<file path="src/rtl/decode_regfile_sb.sv">
// Decode-stage register file with write-back mux, write-through bypass and a
// load scoreboard that stalls issue on pending-write hazards.
module decode_regfile_sb #(
  parameter int DATA_W = 32,
  parameter int ADDR_W = 5
) (
  input  logic                   clock,
  input  logic                   reset,
  input  logic [ADDR_W-1:0]      rs_addr,
  input  logic [ADDR_W-1:0]      rt_addr,
  output logic [DATA_W-1:0]      rs_data,
  output logic [DATA_W-1:0]      rt_data,
  input  logic                   wr_en,
  input  logic [ADDR_W-1:0]      wr_addr,
  input  logic [1:0]             wr_sel,
  input  logic [DATA_W-1:0]      alu_result,
  input  logic [DATA_W-1:0]      mem_data,
  input  logic [DATA_W-1:0]      link_pc,
  input  logic                   issue_valid,
  input  logic [ADDR_W-1:0]      issue_dst,
  output logic                   stall,
  output logic [(2**ADDR_W)-1:0] busy_vec,
  output logic [ADDR_W:0]        pend_cnt
);
  localparam int NREG = 2**ADDR_W;

  typedef enum logic [1:0] {
    SEL_ALU  = 2'b00,
    SEL_MEM  = 2'b01,
    SEL_LINK = 2'b10
  } wr_sel_e;

  logic [DATA_W-1:0] regs_q [NREG];
  logic [DATA_W-1:0] regs_d [NREG];
  logic [NREG-1:0]   busy_q, busy_d;
  logic [ADDR_W:0]   pend_cnt_q, pend_cnt_d;
  logic [DATA_W-1:0] wdata;
  logic              wr_hit;
  logic              hz_rs, hz_rt, hz_dst;
  logic              issue_ok;

  // NOTE: every variable assigned in always_comb gets a default first, so no path leaves it unassigned and no latch is inferred.
  always_comb begin
    wdata = alu_result;
    case (wr_sel_e'(wr_sel))
      SEL_MEM:  wdata = mem_data;
      SEL_LINK: wdata = link_pc;
      default:  wdata = alu_result;
    endcase
  end

  assign wr_hit = wr_en && (wr_addr != '0);

  // Register 0 reads as zero; a same-cycle write to the read address is bypassed.
  assign rs_data = (rs_addr == '0) ? '0
                 : (wr_hit && (wr_addr == rs_addr)) ? wdata : regs_q[rs_addr];
  assign rt_data = (rt_addr == '0) ? '0
                 : (wr_hit && (wr_addr == rt_addr)) ? wdata : regs_q[rt_addr];

  // A busy register being written back this cycle is no longer a hazard.
  assign hz_rs  = (rs_addr   != '0) && busy_q[rs_addr]   && !(wr_en && (wr_addr == rs_addr));
  assign hz_rt  = (rt_addr   != '0) && busy_q[rt_addr]   && !(wr_en && (wr_addr == rt_addr));
  assign hz_dst = (issue_dst != '0) && busy_q[issue_dst] && !(wr_en && (wr_addr == issue_dst));

  assign stall    = issue_valid && (hz_rs || hz_rt || hz_dst);
  assign issue_ok = issue_valid && !stall && (issue_dst != '0);

  always_comb begin
    regs_d     = regs_q;
    busy_d     = busy_q;
    pend_cnt_d = '0;
    if (wr_hit) begin
      regs_d[wr_addr] = wdata;
      busy_d[wr_addr] = 1'b0;
    end
    // Set after clear so a new issue to the register being written back wins.
    if (issue_ok) begin
      busy_d[issue_dst] = 1'b1;
    end
    for (int i = 1; i < NREG; i++) begin
      pend_cnt_d = pend_cnt_d + {{ADDR_W{1'b0}}, busy_d[i]};
    end
  end

  // NOTE: sequential state uses non-blocking assignments so all flops update together from pre-edge values.
  always_ff @(posedge clock) begin
    if (reset) begin
      // NOTE: the register array is cleared on reset because post-reset reads must return 0, which costs a reset on every storage flop.
      for (int i = 0; i < NREG; i++) begin
        regs_q[i] <= '0;
      end
      busy_q     <= '0;
      pend_cnt_q <= '0;
    end else begin
      regs_q     <= regs_d;
      busy_q     <= busy_d;
      pend_cnt_q <= pend_cnt_d;
    end
  end

  assign busy_vec = busy_q;
  assign pend_cnt = pend_cnt_q;

endmodule

</file>
<file path="config.mk">
export PLATFORM = sky130hd
export DESIGN_NAME = decode_regfile_sb
export DESIGN_NICKNAME = d
export VERILOG_FILES = /design/src/rtl/decode_regfile_sb.sv
export SDC_FILE = /design/constraint.sdc
export NUM_CORES = 2
export LEC_CHECK = 0
export CAP_MARGIN = 20
export CORE_UTILIZATION = 45
export DETAILED_ROUTE_END_ITERATION = 8
export GPL_TIMING_DRIVEN = 0
export SYNTH_ARGS = -nofsm -noshare
export SYNTH_HDL_FRONTEND = slang
export SYNTH_SLANG_ARGS = --single-unit
</file>
<file path="constraint.sdc">
create_clock -name clock -period 7.86 [get_ports clock]
set_input_delay 1.572 -clock clock [delete_from_list [all_inputs] [get_ports clock]]
set_output_delay 1.572 -clock clock [all_outputs]
set_load 0.05 [all_outputs]
</file>
==> impl_metrics.csv <==
group,metric,value,unit
global_route,grt_overflow_total,0,
timing,worst_pin_slew,1.31,ns
worst_setup_path,end_kind,"primary output",
clock_network,postCtsHoldBufs,0,
logic_synthesis,synth_xor_area_frac,0.00280,
timing,rsz0062_at_grt,"true",
route,remaining_drc_errors,24,
logic_synthesis,synth.avg_cell_area,9.18,sq um
clock_network,cts_num_sinks,1062,
global_route,grtUsageTotal,0.450,
clock_network,cts_tree,"yes",
floorplan,dieArea,127000,sq um
global_route,busiest_layer,"met2",
timing,maxSlewHeadroom,0.130,
logic_synthesis,syn_nets,6286,
route,num_vias,54500,
placed_design,routabilityCongestion,1.09,
timing,timing.final.max_slew_violations,0,
logic_synthesis,yosys.area_share.simple,0.164,
route,drt_iter0_markers,8912,
floorplan,core,124000,sq um
worst_setup_path,critPathLaunchType,"primary input",
pwr,p_leak,21.6,nW
placed_design,dp_slack,-2.35,ns
global_route,grt_antenna_before_repair,42,
logic_synthesis,ys_seq_area_frac,0.378,
logic_synthesis,synth_common_cells,"nand2_1, dfxtp_1, a21oi_1",
clock_network,clkLatencyLatePin,0.77,ns
logic_synthesis,synthFlopType,"dfxtp_1",
logic_synthesis,synth.top_cell.area_share,0.378,
logic_synthesis,synth_cell_types,58,
min_path,hp-class,"reg -> reg",
logic_synthesis,syn_area,56300,sq um
timing,hold_violations,0,
final_layout,syn_to_final_growth,16.5,%
clock_network,cts_root_buf,"clkbuf_16",
clock_network,clockBufferDepth,3,
final_layout,fillers,11600,
global_route,grt_use_met2,0.633,
worst_setup_path,critical_path_class,"in -> out",
global_route,gr-usage-met3,0.220,
floorplan,initial_core_util,0.454,
clock_network,h-tree-depth,3,
logic_synthesis,synth_top_cell_by_area,"dfxtp_1",
timing,worst_slack,-0.125,ns
floorplan,fp.dieH,356,um
logic_synthesis,yosys-top-cells-area,"dfxtp_1, mux4_2, nand2_1",
final_layout,drive_above_1_share,0.165,
route,ant_nets,0,
logic_synthesis,synth_most_common_cell,"nand2_1",
logic_synthesis,yosys_warnings,0,
logic_synthesis,synthAdderAreaFrac,0.0102,
timing,clock_skew,0.0148,ns
placed_design,place_area,61000,sq um
floorplan,io_pins,225,
logic_synthesis,synth_top_family_by_area,"multiplexers",
global_route,grtUsageMet1,0.560,
route,finalWirelength,290000,um
logic_synthesis,synth_mux_area_frac,0.271,
clock_network,cts_made_buffers,117,
timing,finalSetupViolations,6,
logic_synthesis,synth_edf_count,0,
placed_design,port_buffers,211,
logic_synthesis,synth-seq-cells,1062,
logic_synthesis,synth_compound_gate_area_share,0.129,
status,status,"finished with violations",
global_route,grt_max_degree,20,
status,violations,"design-rule violations, negative setup slack",
route,routed_via_density,6.60,
logic_synthesis,async_flop_share,0,
logic_synthesis,syn_inst,6132,
final_layout,finalNetCount,6678,
global_route,grt_pass1_vias,50200,
timing,fin_crit_sh,1.02,
floorplan,dieWidth,356,um
placed_design,dpl.hpwl,227000,um
clock_network,path_clk_slew,0.06,ns
timing,timing.fmax,0.125,GHz
floorplan,row_count,129,
run,maxCapViolCount,0,
timing,fin_crit,7.98,ns
global_route,grt_pass1_wl,393000,um
final_layout,final_area,65600,sq um
route,firstDrtPassIters,9,
pwr,peakVddDrop,0.180,mV
worst_setup_path,worstPathRequired,6.29,ns
route,avgRoutedWirePerCell,35.1,um
worst_setup_path,cp_max_fo,15,
pwr,cellPowerDensity,197,nW/um^2
worst_setup_path,critical_path_arrival,6.41,ns
cell usage in the layout (no fill, tap or decap), types with 17 or more instances in the layout:
cell,instances
nand2_1,1567
a211oi_1,85
a21oi_1,1017
clkinv_2,25
a22oi_1,33
buf_4,43
mux4_2,625
o31ai_2,17
clkbuf_2,19
o21a_1,32
nor2b_1,62
nor2_1,613
fa_1,18
buf_8,30
o21ai_1,22
mux2i_1,116
nand3b_1,31
buf_2,70
clkbuf_16,120
dfxtp_1,1062
o31a_1,21
clkbuf_8,26
inv_1,28
clkdlybuf4s50_1,206
clkbuf_1,500
worst max-delay path, stage by stage:
cell	delay, ns
clkdlybuf4s50_1	0.48
inv_1	0.05
ha_2	0.30
clkbuf_1	0.56
clkbuf_1	0.70
buf_8	0.33
nand2_1	0.10
o21ai_1	0.52
nor2_1	0.12
a211oi_1	0.72
clkdlybuf4s50_1	0.94
what timing repair did:
action | CTS | global route
setup buffers | 17 | 10
gates resized for setup | 102 | 47
endpoints found under the setup margin | 44 | 20
pin swaps | 13 | 14
report_power, final:
| part | switching (mW) | leakage (nW) | internal (mW) | total [mW] |
|---|---|---|---|---|
| Sequential | 0.0284 | 8.56 | 5.42 | 5.44 |
| Clock | 2.48 | 1.91 | 3.24 | 5.72 |
| Combinational | 1.29 | 11.2 | 0.443 | 1.73 |
per-stage QoR:
step | utilization | power [mW] | cells | setup TNS, ns | hold slack [ns]
after floorplan | - | 6.35 | 6132 | 0 | 0.443
after global placement | 0.488 | 7.12 | 7980 | -51.49 | 0.449
after detailed placement | 0.492 | 7.16 | 8016 | -18.05 | 0.456
after CTS | 0.527 | 12.7 | 8241 | -0.185 | 0.464
after global routing | 0.529 | 13.1 | 8257 | -0.0982 | 0.483
final | 0.529 | 12.9 | 8260 | -0.364 | 0.467
routing by layer:
layer	wire, um	part of all wire
met1	102000	0.35
met5	376	0.0013
met2	119000	0.41
met3	49100	0.17
met4	19100	0.066
sequential cells by signal, indices dropped and copies added (netlist names):
| signal | flops |
|---|---|
| regs_q | 1024 |
| pend_cnt | 6 |
| busy_vec | 32 |
final cells by class:
| class | count | area [sq um] | area share |
|---|---|---|---|
| multi-input cells | 4430 | 32800 | 0.501 |
| flip-flops and latches | 1062 | 21300 | 0.324 |
| clock buffers | 174 | 3440 | 0.0525 |
| repair buffers | 283 | 2910 | 0.0444 |
| plain buffers | 600 | 2540 | 0.0387 |
| well taps | 1637 | 2050 | 0.0312 |
| clock inverters | 40 | 417 | 0.00636 |
| inverters | 30 | 113 | 0.00172 |
| diodes | 4 | 10.0 | 0.000153 |
cell families (layout without fill, tap and decap cells):
logic type,count (synthesis),in the layout
AOI/OAI and AO/OA,1295,1295
xor gates and xnor gates,18,18
adders and majority gates,32,32
buffers and inverters,640,1127
DFF,1062,1062
muxes,745,745
other,0,4
and+or+nand+nor,2340,2340
path summary, 6_finish.rpt:
kind / startpoint / to / slack, ns / depth (start not counted)
setup / recovery: wr_sel[0] / rs_data[0] / -0.12 / 11
hold reg to reg: regs_q[47]$_SDFFE_PP0P_ / regs_q[47]$_SDFFE_PP0P_ / 0.47 / 2
hold / removal: regs_q[47]$_SDFFE_PP0P_ / regs_q[47]$_SDFFE_PP0P_ / 0.47 / 2
setup reg to reg: busy_vec[10]$_SDFF_PP0_ / pend_cnt[4]$_SDFF_PP0_ / 0.64 / 22
No activity file was read; power rests on OpenSTA's default activity.
